<file path="src/rtl/ldpc_pkg.sv">
// Shared types and width helpers for the LDPC codeword assembler.
package ldpc_pkg;

  typedef enum logic {
    SYS = 1'b0,
    PAR = 1'b1
  } state_e;

  // Word counter width: covers max(K_WORDS, P_WORDS) - 1, at least one bit.
  function automatic int unsigned cnt_width(input int unsigned k_words, input int unsigned p_words);
    int unsigned m;
    m = (k_words > p_words) ? k_words : p_words;
    return (m > 1) ? $clog2(m) : 1;
  endfunction

  // FIFO pointer width: address bits plus one wrap bit.
  function automatic int unsigned ptr_width(input int unsigned depth);
    return $clog2(depth) + 1;
  endfunction

endpackage

</file>
<file path="src/rtl/ldpc_codeword_assembler_fifo.sv">
// Parity FIFO: synchronous, wrap-bit pointers, cleared by synchronous reset.
module ldpc_parity_fifo
  import ldpc_pkg::*;
#(
  parameter int unsigned WIDTH     = 8,
  parameter int unsigned PAR_DEPTH = 16
) (
  input  logic             clock_i,
  input  logic             reset_i,
  input  logic             push_i,
  input  logic [WIDTH-1:0] data_i,
  input  logic             pop_i,
  output logic [WIDTH-1:0] data_o,
  output logic             full_o,
  output logic             empty_o
);

  localparam int unsigned PW = ptr_width(PAR_DEPTH);
  localparam int unsigned AW = PW - 1;

  logic [PW-1:0]    wr_q, wr_d, rd_q, rd_d;
  logic [WIDTH-1:0] mem_q [PAR_DEPTH];
  logic             do_push, do_pop;

  // Full when addresses match but wrap bits differ.
  always_comb begin
    full_o  = (wr_q[PW-1] != rd_q[PW-1]) && (wr_q[AW-1:0] == rd_q[AW-1:0]);
    empty_o = (wr_q == rd_q);
    do_push = push_i && !full_o;
    do_pop  = pop_i && !empty_o;
    wr_d    = wr_q + PW'(do_push);
    rd_d    = rd_q + PW'(do_pop);
    data_o  = mem_q[rd_q[AW-1:0]];
  end

  always_ff @(posedge clock_i) begin
    if (reset_i) begin
      wr_q <= '0;
      rd_q <= '0;
    end else begin
      wr_q <= wr_d;
      rd_q <= rd_d;
    end
  end

  always_ff @(posedge clock_i) begin
    if (do_push && !reset_i) begin
      mem_q[wr_q[AW-1:0]] <= data_i;
    end
  end

endmodule

</file>
<file path="src/rtl/ldpc_codeword_assembler.sv">
// Merges systematic and parity words into framed codewords on a valid/ready output.
// Optional CODEWORD_ASSEMBLER_PUNCTURE_EN drops the first PUNCT_WORDS systematic words.
module ldpc_codeword_assembler
  import ldpc_pkg::*;
#(
  parameter int unsigned WIDTH       = 8,
  parameter int unsigned K_WORDS     = 16,
  parameter int unsigned P_WORDS     = 8,
  parameter int unsigned PAR_DEPTH   = 16,
  parameter int unsigned PUNCT_WORDS = 2
) (
  input  logic             i_clock,
  input  logic             i_reset,
  input  logic [WIDTH-1:0] i_sys_data,
  input  logic             i_sys_valid,
  output logic             o_sys_ready,
  input  logic [WIDTH-1:0] i_par_data,
  input  logic             i_par_valid,
  output logic             o_par_ready,
  output logic [WIDTH-1:0] o_out_data,
  output logic             o_out_valid,
  output logic             o_out_last,
  input  logic             i_out_ready,
  output logic             o_overflow
);

  localparam int unsigned     CW     = cnt_width(K_WORDS, P_WORDS);
  localparam logic [CW-1:0]   K_LAST = CW'(K_WORDS - 1);
  localparam logic [CW-1:0]   P_LAST = CW'(P_WORDS - 1);

  if (PUNCT_WORDS >= K_WORDS || PAR_DEPTH < P_WORDS || K_WORDS < 1) begin : g_bad_cfg
    $error("ldpc_codeword_assembler: invalid parameter set");
  end

  state_e           state_q, state_d;
  logic [CW-1:0]    cnt_q, cnt_d;
  logic [WIDTH-1:0] data_q, data_d;
  logic             valid_q, valid_d;
  logic             last_q, last_d;
  logic             ovf_q, ovf_d;

  logic             load_c, punct_c, sys_rdy_c, sys_xfer_c, pop_c;
  logic             fifo_full, fifo_empty;
  logic [WIDTH-1:0] fifo_head;

  ldpc_parity_fifo #(
    .WIDTH     (WIDTH),
    .PAR_DEPTH (PAR_DEPTH)
  ) u_par_fifo (
    .clock_i (i_clock),
    .reset_i (i_reset),
    .push_i  (i_par_valid),
    .data_i  (i_par_data),
    .pop_i   (pop_c),
    .data_o  (fifo_head),
    .full_o  (fifo_full),
    .empty_o (fifo_empty)
  );

  // Handshakes, next state and output register load.
  always_comb begin
    punct_c = 1'b0;
`ifdef CODEWORD_ASSEMBLER_PUNCTURE_EN
    punct_c = (state_q == SYS) && (cnt_q < CW'(PUNCT_WORDS));
`endif
    load_c     = !valid_q || i_out_ready;
    sys_rdy_c  = !i_reset && (state_q == SYS) && (load_c || punct_c);
    sys_xfer_c = sys_rdy_c && i_sys_valid;
    pop_c      = !i_reset && (state_q == PAR) && load_c && !fifo_empty;

    state_d = state_q;
    cnt_d   = cnt_q;
    data_d  = data_q;
    valid_d = valid_q;
    last_d  = last_q;
    ovf_d   = ovf_q || (i_par_valid && fifo_full);

    // An accepted (or empty) output register drains unless reloaded below.
    if (load_c) begin
      valid_d = 1'b0;
      last_d  = 1'b0;
    end

    if (sys_xfer_c) begin
      if (!punct_c) begin
        data_d  = i_sys_data;
        valid_d = 1'b1;
        last_d  = 1'b0;
      end
      if (cnt_q == K_LAST) begin
        cnt_d   = '0;
        state_d = PAR;
      end else begin
        cnt_d = cnt_q + CW'(1);
      end
    end

    if (pop_c) begin
      data_d  = fifo_head;
      valid_d = 1'b1;
      last_d  = (cnt_q == P_LAST);
      if (cnt_q == P_LAST) begin
        cnt_d   = '0;
        state_d = SYS;
      end else begin
        cnt_d = cnt_q + CW'(1);
      end
    end
  end

  always_ff @(posedge i_clock) begin
    if (i_reset) begin
      state_q <= SYS;
      cnt_q   <= '0;
      data_q  <= '0;
      valid_q <= 1'b0;
      last_q  <= 1'b0;
      ovf_q   <= 1'b0;
    end else begin
      state_q <= state_d;
      cnt_q   <= cnt_d;
      data_q  <= data_d;
      valid_q <= valid_d;
      last_q  <= last_d;
      ovf_q   <= ovf_d;
    end
  end

  assign o_sys_ready = sys_rdy_c;
  assign o_par_ready = !i_reset && !fifo_full;
  assign o_out_data  = data_q;
  assign o_out_valid = valid_q;
  assign o_out_last  = last_q;
  assign o_overflow  = ovf_q;

endmodule

</file>
<file path="config.mk">
export PLATFORM = sky130hd
export DESIGN_NAME = ldpc_codeword_assembler
export DESIGN_NICKNAME = d
export VERILOG_FILES = /design/src/rtl/ldpc_pkg.sv /design/src/rtl/ldpc_codeword_assembler_fifo.sv /design/src/rtl/ldpc_codeword_assembler.sv
export SDC_FILE = /design/constraint.sdc
export NUM_CORES = 1
export LEC_CHECK = 0
export CAP_MARGIN = 20
export CORE_MARGIN = 3
export CORE_UTILIZATION = 53
export CTS_CLUSTER_SIZE = 10
export DETAILED_ROUTE_END_ITERATION = 12
export GPL_TIMING_DRIVEN = 0
export PLACE_DENSITY = 0.73
export SLEW_MARGIN = 30
export SYNTH_ARGS = -nofsm -noshare
export SYNTH_HDL_FRONTEND = slang
export SYNTH_SLANG_ARGS = --single-unit
export TNS_END_PERCENT = 100
</file>
<file path="constraint.sdc">
create_clock -name i_clock -period 2.4 [get_ports i_clock]
set_input_delay 0.6 -clock i_clock [delete_from_list [all_inputs] [get_ports i_clock]]
set_output_delay 0.6 -clock i_clock [all_outputs]
set_load 0.02 [all_outputs]
</file>
# Word level (Yosys, flattened, before mapping)
# Memories as Yosys holds them, arrays and structs flattened. A register that Yosys moved wholly into a read port is not among the register bits.
# Cells that the tools add are included.
[classes]
n_bitwise = 1
addsub = 3
n_mux = 18
reduce_logical = 20
eq_ne = 5
[ops]
columns = ["operator", "count"]
rows = [
  ["two-way mux 4 bit", 5],
  ["two-way mux 8 bit", 2],
  ["logical AND 1 bit", 12],
  ["two-way mux 1 bit", 11],
  ["adder 5 x 1 -> 5 bit", 2],
  ["== test 5 bit", 1],
  ["adder 4 x 1 -> 4 bit, second input constant", 1],
  ["== test 4 x 3 -> 1 bit, second input constant", 1],
  ["== test 4 bit", 1],
  ["== test 4 bit, second input constant", 1],
  ["zero test 1 bit", 4],
  ["nonzero test 3 bit", 1],
  ["logical OR 1 bit", 2],
  ["nonzero test 2 bit", 1],
  ["!= test 1 bit", 1],
  ["inverter 1 bit", 1],
]
[totals]
mem_bits_rw = 128
mem_count = 1
word_cells = 56
register_bits = 26
in_bits = 21
[mem_list]
columns = ["name", "depth", "word_bits", "read_ports", "rd_clocked_by_memory_dff", "wr", "line", "text"]
rows = [
  ["u_par_fifo.mem_q", 16, 8, 1, 1, 1, "ldpc_codeword_assembler_fifo.sv:22", "logic [WIDTH-1:0] mem_q [PAR_DEPTH];"],
]

# Longest topological paths before layout
[logic_depth]
depth_word = 7
ltp_mapped = 10
ltp_nobuf = 9

# Hierarchy
# Synthesis repeated with hierarchy kept, for this count alone.
[unflattened]
cells_unflattened = 382
hier_area_um2 = 6358.6
[modules_own_cells]
columns = ["mod", "cells_each", "seq_area_each_um2", "area_per_inst_um2", "n_inst"]
rows = [
  ["ldpc_parity_fifo", 292, 4043.9, 5570.3, 1],
  ["ldpc_codeword_assembler", 90, 320.3, 788.3, 1],
]

# Worst setup path before layout
# No wires, ideal clock.
[synth_path]
path_type = "input to register"
startpoint = "input port i_reset"
endpoint = "memory u_par_fifo.mem_q[8][0] (enable)"
t_arrival_ps = 1945
n_path_buf = 0
setup_slack_ps = 71
path_stages = 4
required_ps = 2017
path_cell_list = "inv_1 > o211ai_1 > or3b_2 > nor3_1"
[synth_via]
elab_chain_cells = 4
[synth_lines]
columns = ["element", "line", "text"]
rows = [
  ["from (decl)", "ldpc_codeword_assembler.sv:13", "input logic i_reset,"],
  ["zero test 1 bit", "ldpc_codeword_assembler_fifo.sv:47", "if (do_push && !reset_i) begin"],
  ["logical AND 1 bit", "ldpc_codeword_assembler_fifo.sv:47", ""],
  ["two-way mux 1 bit", "ldpc_codeword_assembler_fifo.sv:47", ""],
  ["two-way mux 1 bit (implied by the code)", "ldpc_codeword_assembler_fifo.sv:48", "mem_q[wr_q[AW-1:0]] <= data_i;"],
  ["to (decl)", "ldpc_codeword_assembler_fifo.sv:22", ""],
]
# Every way passes these cells.

# Worst setup path in the final report
[layout_path]
startpoint = "register u_par_fifo.wr_q[0]"
endpoint = "output port o_par_ready"
[layout_via]
elab_chain_cells = 4
[layout_lines]
columns = ["element", "line", "text"]
rows = [
  ["from (decl)", "ldpc_codeword_assembler_fifo.sv:21", "logic [PW-1:0] wr_q, wr_d, rd_q, rd_d;"],
  ["from (signal assigned)", "ldpc_codeword_assembler_fifo.sv:41", "wr_q <= wr_d;"],
  ["== test 4 bit", "ldpc_codeword_assembler_fifo.sv:27", "full_o = (wr_q[PW-1] != rd_q[PW-1]) && (wr_q[AW-1:0] == rd_q[AW-1:0]);"],
  ["logical AND 1 bit", "ldpc_codeword_assembler_fifo.sv:27", ""],
  ["zero test 1 bit", "ldpc_codeword_assembler.sv:130", "assign o_par_ready = !i_reset && !fifo_full;"],
  ["logical AND 1 bit", "ldpc_codeword_assembler.sv:130", ""],
  ["to (decl)", "ldpc_codeword_assembler.sv:19", "output logic o_par_ready,"],
]
# Every way passes these cells.

==> out/metrics.yaml <==
status: "finished, final reports clean"
seq_power_share_pct: 50.9
worstSetupEndpointType: "output port"
crit_arrival_ns: 1.70
required_ns: 1.80
area_delta_synth_final_pct: 22.7
slew_violations: 0
async_reset_ff_share_pct: 0
drtIter0Drc: 309
crit_type: "reg2out"
gr-total-overflow: 0
worstSetupStartpointType: "register"
diodes: 0
cts_buffers: 17
rsz0062_at_grt: "yes"
relSlewSlack_pct: 50.6
seq_area_frac_synth_pct: 69.9
worstHoldPathType: "reg2reg"
ant_nets: 0
mostFrequentLayoutCells: "edfxtp_1 (128), clkdlybuf4s50_1 (30), dfxtp_1 (26)"
combPwrFrac_pct: 4.5
dpl_worst_slack_ns: -0.807
finalSetupTns_ns: 0
synthCells: 346
p_switching_mw: 1.22
worstMarginPinSlew_ns: 0.739
hold_violations: 0
vias: 3363
power_mw: 5.79
gp_congestion: 0.788
htree_levels: 4
die-width_um: 115
yosysWarnings: 0
core_um2: 11500
fin_crit_sh_pct: 95.6
fin_util_pct: 66.8
p_int_mw: 4.57
min_path_cells: 2
yosysUniqueCellTypes: 39
drive_gt1_share_pct: 24.0
antenna_found_initial: 0
clock_latency_ns: 0.42
num_rows: 39
fin_skew_ns: 0.00443
synth_edf_count: 128
die_y_um: 115
syn_avg_cell_area_um2: 18.0
clockPowerShare_pct: 44.6
worstPathCellList: "buf_6 -> xnor2_1 -> nand4_1 -> nor2_2 -> nor2_1 -> clkdlybuf4s15_2"
fin_ws_ns: 0.105
power_density_nw_per_um2: 756
holdWs_ns: 0.477
drc: 0
wirelength_mm: 12.7
grt_pass1_wl_mm: 19.7
port_buffers: 33
ios: 34
clockRootBuffer: "clkbuf_16"
final_common_cell: "edfxtp_1"
switching_share_pct: 21.1
crit_slowest_cell: "dfxtp_1"
grt_usage_pct: 21.0
slowest_delay_ns: 0.35
ys_ff_latch: 154
fp.dieArea_um2: 13100
first_global_vias: 3433
leakage_nw: 2.61
cts_tree: "yes"
fin_crit_ns: 2.30
timing.fmax_mhz: 436
fin_nets: 433
grt_start_max_net_pins: 17
start_util_pct: 54.4
dr.pass1.iters: 5
hpwl_mm: 8.13
clockBufferDepth: 2
ys.flop_type: "edfxtp_1"
hold_buffers: 0
drv_cap: 0
wl_per_cell_um: 22.6
crit_fanout: 8
ir_drop_mv: 0.706
netlist_area_um2: 6240
syn-num-nets: 372
ff2ff_path_depth: 7
clkTransAtPathRegs_ns: 0.06
vias_per_cell: 5.97
setup_violations: 0
cts.sink_count: 154
==> what timing repair did <==
item | CTS | global route
pin swaps | 3 | 1
hold endpoints to repair | 0 | 0
resized for setup | 38 | 13
setup buffers | 2 | 1
endpoints found under the setup margin | 123 | 74
==> metrics by stage <==
step | instance area, um2 | instances
3_3_place_gp | 6750 | 522
4_1_cts | 7610 | 562
3_5_place_dp | 6860 | 528
6_report | 7660 | 563
5_1_grt | 7660 | 563
2_1_floorplan | 6240 | 346
==> cell type report <==
type | count | area (um2)
sequential | 154 | 4360
fill | 748 | 3800
clock inverter | 14 | 145
clock buffer | 18 | 429
buffer | 21 | 189
timing repair buffer | 42 | 402
multi-input combinational | 169 | 1950
inverter | 2 | 7.51
tap | 143 | 179
==> routing by layer <==
metal / part of all wire, % / GRT usage [%] / vias to the layer above
met2: 50 / 33.2 / 100
met5: 0 / 0 / -
met1: 42 / 28.3 / 1711
met3: 5.5 / 5.44 / 24
li1: - / - / 1528
met4: 2.0 / 8.00 / 0
==> power groups by stage <==
stage               registers [mW]  clock network [mW]  logic, mW
finish                        2.95                2.58      0.263
global placement              3.00                   0      0.215
detailed placement            3.00                   0      0.233
CTS                           2.95                2.62      0.253
floorplan                     3.01                   0     0.0874
global route                  2.95                2.74      0.282
==> kinds of logic after synthesis <==
group,count (synthesis),synth area share [%]
XOR/XNOR,11,1.54
buffers and inverters,23,2.22
AO/OA/AOI/OAI,29,4.05
AND/OR/NAND/NOR,74,5.73
flip-flops,154,69.9
adder cells (fa/ha/maj),5,1.00
multiplexers,50,15.6
==> worst paths after layout <==
check | slack, ns | startpoint | end
worst max register to register | 0.13 | u_par_fifo.rd_q[1]$_SDFF_PP0_ | u_par_fifo.mem_q[0][1]$_DFFE_PP_
worst max-delay path | 0.10 | u_par_fifo.wr_q[0]$_SDFF_PP0_ | o_par_ready
worst min-delay path | 0.48 | o_overflow$_SDFF_PP0_ | o_overflow$_SDFF_PP0_
worst min register to register | 0.48 | o_overflow$_SDFF_PP0_ | o_overflow$_SDFF_PP0_
==> sequential cells by signal, indices dropped and copies added, names as in the netlist <==
signal / count
u_par_fifo.mem_q: 128
o_out_data: 8
u_par_fifo.rd_q: 5
u_par_fifo.wr_q: 5
cnt_q: 4
o_out_last: 1
o_out_valid: 1
o_overflow: 1
state_q: 1
==> Yosys cell counts (7+ instances only) <==
library cell | n | area (um2)
a221o_1 | 8 | 80.1
clkbuf_1 | 9 | 33.8
dfxtp_1 | 26 | 521
edfxtp_1 | 128 | 3840
mux2_2 | 8 | 90.1
mux2i_1 | 10 | 100
mux4_1 | 16 | 420
mux4_2 | 16 | 360
nand2_1 | 14 | 52.6
nand3_1 | 8 | 40.0
nor2_1 | 23 | 86.3
nor2b_1 | 7 | 43.8
nor3_1 | 8 | 40.0
o211a_1 | 8 | 80.1
xnor2_1 | 7 | 61.3
==> worst max-delay path: cells and delay by family (launching register included) <==
kind	cells	cell delay, ns
simple gates	3	0.35
xor+xnor	1	0.15
flops	1	0.35
buf+inv	2	0.42
Power figures use the tool's default switching activity.
